[src/rtl/fetch_stage.sv]
// Instruction fetch stage with IF/ID register, one-outstanding imem handshake and a one-entry skid buffer.
// Optional build macro FETCH_DELAY_SLOT_EN: redirects keep the in-flight sequential instruction (branch delay slot).
module fetch_stage #(
  parameter logic [31:0] RESET_PC = 32'h0000_0000
) (
  input  logic        clk,
  input  logic        rst_n,
  input  logic        stall,
  input  logic        redirect_valid,
  input  logic [31:0] redirect_pc,
  output logic        imem_req,
  output logic [31:0] imem_addr,
  input  logic        imem_ready,
  input  logic        imem_rvalid,
  input  logic [31:0] imem_rdata,
  output logic        if_id_valid,
  output logic [31:0] if_id_instr,
  output logic [31:0] if_id_pc,
  output logic [5:0]  opcode,
  output logic [5:0]  funct
);

  typedef enum logic [1:0] {
    S_IDLE = 2'd0,
    S_REQ  = 2'd1,
    S_WAIT = 2'd2,
    S_FULL = 2'd3
  } state_t;

  state_t      state_q, state_d;
  logic [31:0] pc_q, pc_d;
  logic [31:0] fetch_pc_q, fetch_pc_d;
  logic        kill_q, kill_d;
  logic        skid_valid_q, skid_valid_d;
  logic [31:0] skid_instr_q, skid_instr_d;
  logic [31:0] skid_pc_q, skid_pc_d;
  logic        if_id_valid_q, if_id_valid_d;
  logic [31:0] if_id_instr_q, if_id_instr_d;
  logic [31:0] if_id_pc_q, if_id_pc_d;
  logic        accept_s;
  logic        outstanding_s;
  logic [31:0] redirect_tgt_s;
  logic [31:0] pc_next_s;

  assign accept_s       = (state_q == S_REQ) && !stall && imem_ready;
  // A request is in flight past this cycle if it was just accepted or its response has not arrived yet.
  assign outstanding_s  = accept_s || ((state_q == S_WAIT) && !imem_rvalid);
  assign redirect_tgt_s = redirect_pc & 32'hFFFF_FFFC;

`ifdef FETCH_DELAY_SLOT_EN
  logic redir_pend_q, redir_pend_d;
  // After a redirect the pc already holds the target, so the delay-slot delivery must not advance it.
  assign pc_next_s = redir_pend_q ? pc_q : (pc_q + 32'd4);
`else
  assign pc_next_s = pc_q + 32'd4;
`endif

  // Next-state and datapath update for the fetch FSM, skid buffer and IF/ID register.
  always_comb begin
    state_d      = state_q;
    pc_d         = pc_q;
    fetch_pc_d   = fetch_pc_q;
    kill_d       = kill_q;
    skid_valid_d = skid_valid_q;
    skid_instr_d = skid_instr_q;
    skid_pc_d    = skid_pc_q;
    if_id_pc_d   = if_id_pc_q;
    if (stall) begin
      if_id_valid_d = if_id_valid_q;
      if_id_instr_d = if_id_instr_q;
    end else begin
      if_id_valid_d = 1'b0;
      if_id_instr_d = 32'h0000_0000;
    end
`ifdef FETCH_DELAY_SLOT_EN
    redir_pend_d = redir_pend_q;
`endif

    case (state_q)
      S_IDLE: state_d = S_REQ;
      S_REQ: begin
        if (accept_s) begin
          fetch_pc_d = pc_q;
          state_d    = S_WAIT;
        end else begin
          state_d = S_REQ;
        end
      end
      S_WAIT: begin
        if (!imem_rvalid) begin
          state_d = S_WAIT;
        end else if (kill_q) begin
          kill_d  = 1'b0;
          state_d = S_REQ;
        end else begin
          pc_d = pc_next_s;
`ifdef FETCH_DELAY_SLOT_EN
          redir_pend_d = 1'b0;
`endif
          if (!stall) begin
            if_id_valid_d = 1'b1;
            if_id_instr_d = imem_rdata;
            if_id_pc_d    = fetch_pc_q;
            state_d       = S_REQ;
          end else begin
            skid_valid_d = 1'b1;
            skid_instr_d = imem_rdata;
            skid_pc_d    = fetch_pc_q;
            state_d      = S_FULL;
          end
        end
      end
      S_FULL: begin
        if (!stall) begin
          if_id_valid_d = skid_valid_q;
          if_id_instr_d = skid_instr_q;
          if_id_pc_d    = skid_pc_q;
          skid_valid_d  = 1'b0;
          state_d       = S_REQ;
        end else begin
          state_d = S_FULL;
        end
      end
      default: state_d = S_IDLE;
    endcase

    // Redirect overrides stall and any same-cycle delivery.
    if (redirect_valid) begin
      pc_d = redirect_tgt_s;
`ifdef FETCH_DELAY_SLOT_EN
      redir_pend_d = outstanding_s;
`else
      if_id_valid_d = 1'b0;
      if_id_instr_d = 32'h0000_0000;
      skid_valid_d  = 1'b0;
      kill_d        = outstanding_s;
      state_d       = outstanding_s ? S_WAIT : S_REQ;
`endif
    end else begin
      fetch_pc_d = fetch_pc_d;
    end
  end

  // State registers with asynchronous active-low reset.
  always_ff @(posedge clk or negedge rst_n) begin
    if (!rst_n) begin
      state_q       <= S_IDLE;
      pc_q          <= RESET_PC;
      fetch_pc_q    <= RESET_PC;
      kill_q        <= 1'b0;
      skid_valid_q  <= 1'b0;
      skid_instr_q  <= 32'h0000_0000;
      skid_pc_q     <= 32'h0000_0000;
      if_id_valid_q <= 1'b0;
      if_id_instr_q <= 32'h0000_0000;
      if_id_pc_q    <= 32'h0000_0000;
    end else begin
      state_q       <= state_d;
      pc_q          <= pc_d;
      fetch_pc_q    <= fetch_pc_d;
      kill_q        <= kill_d;
      skid_valid_q  <= skid_valid_d;
      skid_instr_q  <= skid_instr_d;
      skid_pc_q     <= skid_pc_d;
      if_id_valid_q <= if_id_valid_d;
      if_id_instr_q <= if_id_instr_d;
      if_id_pc_q    <= if_id_pc_d;
    end
  end

`ifdef FETCH_DELAY_SLOT_EN
  // Pending-redirect flag for the delay-slot build.
  always_ff @(posedge clk or negedge rst_n) begin
    if (!rst_n) begin
      redir_pend_q <= 1'b0;
    end else begin
      redir_pend_q <= redir_pend_d;
    end
  end
`endif

  assign imem_req    = (state_q == S_REQ) && !stall;
  assign imem_addr   = pc_q;
  assign if_id_valid = if_id_valid_q;
  assign if_id_instr = if_id_instr_q;
  assign if_id_pc    = if_id_pc_q;
  assign opcode      = if_id_instr_q[31:26];
  assign funct       = if_id_instr_q[5:0];

endmodule

[config.mk]
export PLATFORM = sky130hd
export DESIGN_NAME = fetch_stage
export DESIGN_NICKNAME = d
export VERILOG_FILES = /design/src/rtl/fetch_stage.sv
export SDC_FILE = /design/constraint.sdc
export NUM_CORES = 1
export LEC_CHECK = 0
export BUFFER_PORTS_ARGS = -buffer_cell sky130_fd_sc_hd__buf_2
export CAP_MARGIN = 20
export CORE_ASPECT_RATIO = 1.5
export CORE_MARGIN = 3
export CORE_UTILIZATION = 40
export DETAILED_ROUTE_END_ITERATION = 12
export PLACE_DENSITY = 0.7
export SYNTH_ARGS = -nofsm -noshare
export SYNTH_HDL_FRONTEND = slang
export SYNTH_SLANG_ARGS = --single-unit
[constraint.sdc]
create_clock -name clk -period 2.2 [get_ports clk]
set_input_delay 0 -clock clk [delete_from_list [all_inputs] [get_ports clk]]
set_output_delay 0 -clock clk [all_outputs]
set_load 0.005 [all_outputs]
==> results of run 1 <==
==> critical path: cells and delay by family, from the launching register on <==
family	cells	cell delay (ns)
buffers and inverters	2	0.63
multiplexers	1	0.37
flip-flops	1	0.46
AND/OR/NAND/NOR	3	0.36
==> cell type report <==
class	instances	area, sq um	area share (%)
clock buffers	18	439	4.08
clock inverters	14	125	1.16
inverters	6	22.5	0.209
multi-input cells	451	3350	31.1
flip-flops and latches	189	4730	43.9
well taps	264	330	3.07
repair buffers	264	1780	16.5
==> worst max-delay path by stage <==
stage | endpoint | from | slack, ns | cells after the start
after global placement | skid_instr_q[14] | state_q[0] | 0.28 | 6
after global routing | skid_pc_q[30] | state_q[0] | 0.12 | 6
after CTS | skid_pc_q[29] | state_q[0] | 0.23 | 6
after floorplan | fetch_pc_q[10] | state_q[1] | 0.46 | 5
after detailed placement | skid_instr_q[14] | state_q[0] | 0.25 | 6
final | skid_pc_q[20] | state_q[0] | 0.21 | 6
==> per-stage QoR <==
stage | std cells | setup WS [ns] | total power, uW | util (%) | cell area [sq um]
floorplan | 708 | 0.459 | 5540 | - | 8380
global placement | 1110 | 0.280 | 6270 | 46.7 | 9570
detailed placement | 1110 | 0.248 | 6350 | 46.7 | 9570
CTS | 1206 | 0.229 | 9430 | 52.6 | 10800
global route | 1206 | 0.124 | 9790 | 52.6 | 10800
finish | 1206 | 0.213 | 9290 | 52.6 | 10800
==> layout by cell type, fill, tap and decap left out, types with 17 or more instances in the layout <==
| master | n |
|---|---|
| dfrtp_1 | 189 |
| buf_2 | 171 |
| nand2_1 | 72 |
| dlygate4sd3_1 | 64 |
| mux2_1 | 60 |
| nor2_1 | 37 |
| o21ai_0 | 37 |
| mux2_2 | 33 |
| nor3b_1 | 31 |
| mux2i_1 | 31 |
| a221oi_1 | 30 |
| o21ai_1 | 25 |
| buf_4 | 23 |
| xor2_1 | 21 |
| clkbuf_16 | 17 |
==> routing by layer <==
layer	vias to the layer above	GRT usage, %	wire length [um]
li1	2931	-	-
met1	3112	22.4	8610
met2	150	32.5	10800
met3	27	4.13	830
met4	0	6.89	437
met5	-	0	0
==> kinds of logic after synthesis <==
kind of cell    synth area share (%)
simple gates                    12.5
buf+inv                         4.02
xor+xnor                        3.03
mux                             16.2
fa+ha+maj                      0.149
compound gates                  7.58
flops                           56.5
other cells                   0.0448
==> what timing repair did <==
action	4_1_cts	5_1_grt
endpoints found under the setup margin	0	0
hold buffers	64	0
setup buffers	0	0
endpoints found under the hold margin	259	0
==> sequential cells by signal (all words and copies together), names as in the netlist <==
register / count
fetch_pc_q: 30
if_id_instr: 32
if_id_pc: 30
if_id_valid: 1
imem_addr: 30
kill_q: 1
skid_instr_q: 32
skid_pc_q: 30
skid_valid_q: 1
state_q: 2
==> power groups by stage <==
stage	registers, uW	clock network [uW]	logic (uW)
detailed placement	4700	0	1650
global placement	4660	0	1610
CTS	4630	3050	1750
finish	4630	2960	1700
floorplan	4630	0	913
global route	4720	3160	1920
==> impl_metrics.toml, run 1 <==
[clock_tree]
cts_resized = 0
htreeDepth = 4
clock_latency_ns = 0.44
clkSlewWorstSetupHoldPaths_ns = 0.08
ctsRootBufferMaster = "clkbuf_16"
cts_tree = "built"
clock_path_buffers = 2
cts_sinks = 189
cts_inserted_buffers = 17

[sta]
finalCriticalPeriod_ns = 1.99
rsz0062_at_grt = "no"
setup_viol = 0
fin_crit_sh_pct = 90.3
whs_ns = 0.0548
fin_worst_skew_ns = 0.0115
slew_headroom_pct = 61.2
setup_tns_ns = 0
worst_pin_slew_ns = 0.582
finalHoldViolations = 0
fmax_mhz = 503
drv_slew = 0

[critical_path]
crit_chain = "buf_4 > nand2b_1 > nor3_4 > nand2_4 > buf_4 > mux2_1"
cp_slowest_cell = "dfrtp_1"
r2r-end = "skid_pc_q[20]"
cp-end-kind = "flip-flop"
r2r_cells = 6
arrival_ns = 2.30
cp-start-kind = "flip-flop"
path_max_fanout = 34
crit_top_cell = "buf_4"
regToRegSetupSlack_ns = 0.21
r2r_start = "state_q[0]"
slowest_delay_ns = 0.46
critical_path_required_ns = 2.52
critical_path_class = "reg -> reg"

[synthesis]
synth_common_cells = "dfrtp_1 (189), nand2_1 (74), mux2_1 (60)"
seq_area_frac_synth_pct = 56.5
synth_top_cells_by_area = "dfrtp_1 (56%), mux2_1 (8.1%), mux2_2 (4.4%)"
netlist_instances = 705
synth_enable_flop_cells = 0
avgSynthCellArea_sq_um = 11.9
synth_top_area_cell = "dfrtp_1"
synth_top_area_share_pct = 56.5
yosysWarnings = 0
ys_types = 41
synth.most_common_cell = "dfrtp_1"
ys.flop_type = "dfrtp_1"
synth-seq-cells = 189
postSynth.asyncResetShare_pct = 100
syn_area_sq_mm = 0.00837

[hold_path]
hold_class = "in -> reg"
min_delay_path_depth = 2
hp-start = "redirect_valid"
min_to = "if_id_instr[10]"

[placement]
place_congestion = 0.735
portBuffers = 173
hpwl_mm = 13.7

[power]
p_leak_uw = 0.00531
sequentialPowerShare_pct = 49.8
p_sw_uw = 2660
powerDensity_mw_per_mm2 = 862
switching_share_pct = 28.6
power.internal_uw = 6630
peakVddDrop_mv = 0.503
p_comb_share_pct = 18.3
clkPwrFrac_pct = 31.9

[global_routing]
grt_max_degree = 68
grt_pass1_wl_mm = 32.9
first_global_vias = 6302
grt_use_total_pct = 18.7
overflow = 0
grt_antenna_before_repair = 0

[cells_and_area]
nets = 1000
area_delta_synth_final_pct = 28.7
fill_cells = 1826
drive_gt1_share_pct = 29.5
diodes = 0

[die]
die_area_sq_mm = 0.0227
rows = 64
fp.dieW_um = 124
num_io_pins = 180
initial_core_util_pct = 40.8
fp.coreArea_sq_mm = 0.0205
fp.dieH_um = 183

[detailed_routing]
drt_iter0_markers = 287
drt_first_pass_iters = 4
viasPerCell = 5.16
drt_wl_total_mm = 20.7
num_vias = 6220
ant_nets = 0
wl_per_cell_um = 17.1
drc = 0

[status]
status = "finished, final reports clean"

[job]
maxCapViolCount = 0
No activity file was read; power rests on OpenSTA's default activity.
==> run 2: changes to the inputs <==
Settings changed: CORE_MARGIN 3 to 5.
==> run 2 against run 1 <==
Against the previous run: first-iteration DRC count rose by 29%; clock-buffer cell count is the same; total power is 3.2% higher; non-clock buffer count is 5 higher; register-to-register slack gained 0.17 ns; largest cell class unchanged.
==> impl_metrics.toml, run 2 (synthesis results as in run 1) <==
[sta]
fmax_mhz = 549
finalHoldViolations = 0
setup_tns_ns = 0
setup_viol = 0
slew_headroom_pct = 60.6
worst_pin_slew_ns = 0.591
rsz0062_at_grt = "no"
fin_worst_skew_ns = 0.00835
finalCriticalPeriod_ns = 1.82
fin_crit_sh_pct = 82.8
drv_slew = 0

[global_routing]
first_global_vias = 6612
grt_pass1_wl_mm = 35.0
met2_usage_pct = 30.9
grt_max_degree = 65
overflow = 0
met3_usage_pct = 4.37
busiest_layer = "met2"
grt_use_total_pct = 18.3
global_route.usage.met1_pct = 22.5
grt_antenna_before_repair = 1

[critical_path]
critical_path_required_ns = 2.49
cp-end-kind = "flip-flop"
arrival_ns = 2.11
cp-start-kind = "flip-flop"
regToRegSetupSlack_ns = 0.38
r2r_start = "kill_q"
critical_path_class = "reg -> reg"
r2r_cells = 6
path_max_fanout = 8
r2r-end = "imem_addr[15]"

[power]
p_sw_uw = 2620
clkPwrFrac_pct = 33.7
powerDensity_mw_per_mm2 = 881
peakVddDrop_mv = 0.520
power.internal_uw = 6970
switching_share_pct = 27.3
sequentialPowerShare_pct = 48.3
p_comb_share_pct = 18.0
p_leak_uw = 0.00537

[hold_path]
min_delay_path_depth = 3
min_to = "imem_addr[17]"
hold_class = "in -> reg"
hp-start = "redirect_valid"

[cells_and_area]
mostFrequentLayoutCell = "dfrtp_1"
fin_util_pct = 53.1
nets = 1005
final_cell_mix = "dfrtp_1 (189), buf_2 (171), nand2_1 (72)"
drive_gt1_share_pct = 29.9
area_delta_synth_final_pct = 30.0

[die]
rows = 64
die_area_sq_mm = 0.0240
fp.dieH_um = 187
initial_core_util_pct = 40.8
num_io_pins = 180
fp.dieW_um = 128
fp.coreArea_sq_mm = 0.0205

[placement]
hpwl_mm = 14.2
portBuffers = 173
place_congestion = 0.737

[clock_tree]
clock_path_buffers = 2
clock_latency_ns = 0.43
ctsHoldBuffers = 65
ctsRootBufferMaster = "clkbuf_16"
cts_resized = 0
htreeDepth = 4
cts_inserted_buffers = 17
clkSlewWorstSetupHoldPaths_ns = 0.07
cts_setup_buffers = 0
cts_sinks = 189
cts_tree = "built"

[detailed_routing]
drc = 0
drt_wl_total_mm = 21.2
viasPerCell = 5.11
drt_iter0_markers = 369
wl_per_cell_um = 17.5
drt_first_pass_iters = 4
num_vias = 6190
ant_nets = 0

[status]
status = "finished, final reports clean"

[job]
maxCapViolCount = 0
==> run 2: cell count changes in the layout (fill, tap and decap cells not counted) <==
cell	before	now
clkinv_2	1	2
and2_1	1	0
diode_2	0	1
and2_2	0	1
bufinv_16	0	3
inv_8	3	1
dlygate4sd3_1	64	65
inv_6	4	5
buf_4	23	26
buf_12	5	6
clkinv_4	5	2
==> run 2: final cells by class <==
class                      count  area [sq um]
timing repair buffer         269          1840
sequential                   189          4730
clock inverter                14           180
antenna                        1          2.50
fill                        1818          9610
clock buffer                  18           439
multi-input combinational    451          3350
inverter                       6          22.5
tap                          264           330
==> run 2: power groups by stage <==
stage,registers [uW],logic (uW),clock network (uW)
after floorplan,4630,913,0
after global placement,4670,1640,0
after detailed placement,4700,1680,0
after CTS,4640,1780,3320
after global routing,4730,1950,3460
final,4630,1730,3230
==> run 2: stage by stage <==
stage          hold WS (ns)  setup WS [ns]  power (uW)  cells  area [sq um]
6_report             0.0768          0.379        9590   1212         10900
5_1_grt              0.0819          0.213       10100   1212         10900
4_1_cts              0.0467          0.365        9740   1211         10900
3_5_place_dp         0.0417          0.377        6390   1114          9620
3_3_place_gp         0.0406          0.389        6300   1114          9620
2_1_floorplan        -0.296          0.459        5540    708          8380
==> run 2: worst max-delay path by stage <==
stage	from	to	slack (ns)	cells past startpoint
after global routing	imem_addr[2]	imem_addr[27]	0.21	5
after floorplan	state_q[1]	fetch_pc_q[10]	0.46	5
after CTS	kill_q	imem_addr[15]	0.37	6
after global placement	kill_q	imem_addr[15]	0.39	6
final	kill_q	imem_addr[15]	0.38	6
after detailed placement	kill_q	imem_addr[15]	0.38	6
==> run 2: layer usage <==
metal  routed length [um]  part of all wire (%)
met2                10700                    50
met5                    0                     0
met1                 8690                    41
met3                 1220                   5.8
met4                  612                   2.9
==> run 2: worst max-delay path: stages (launching register included) <==
cell	delay, ns
dfrtp_1	0.38
nand4bb_4	0.29
buf_4	0.22
nor4_4	0.42
and2b_1	0.19
xnor2_1	0.11
o21ai_1	0.07
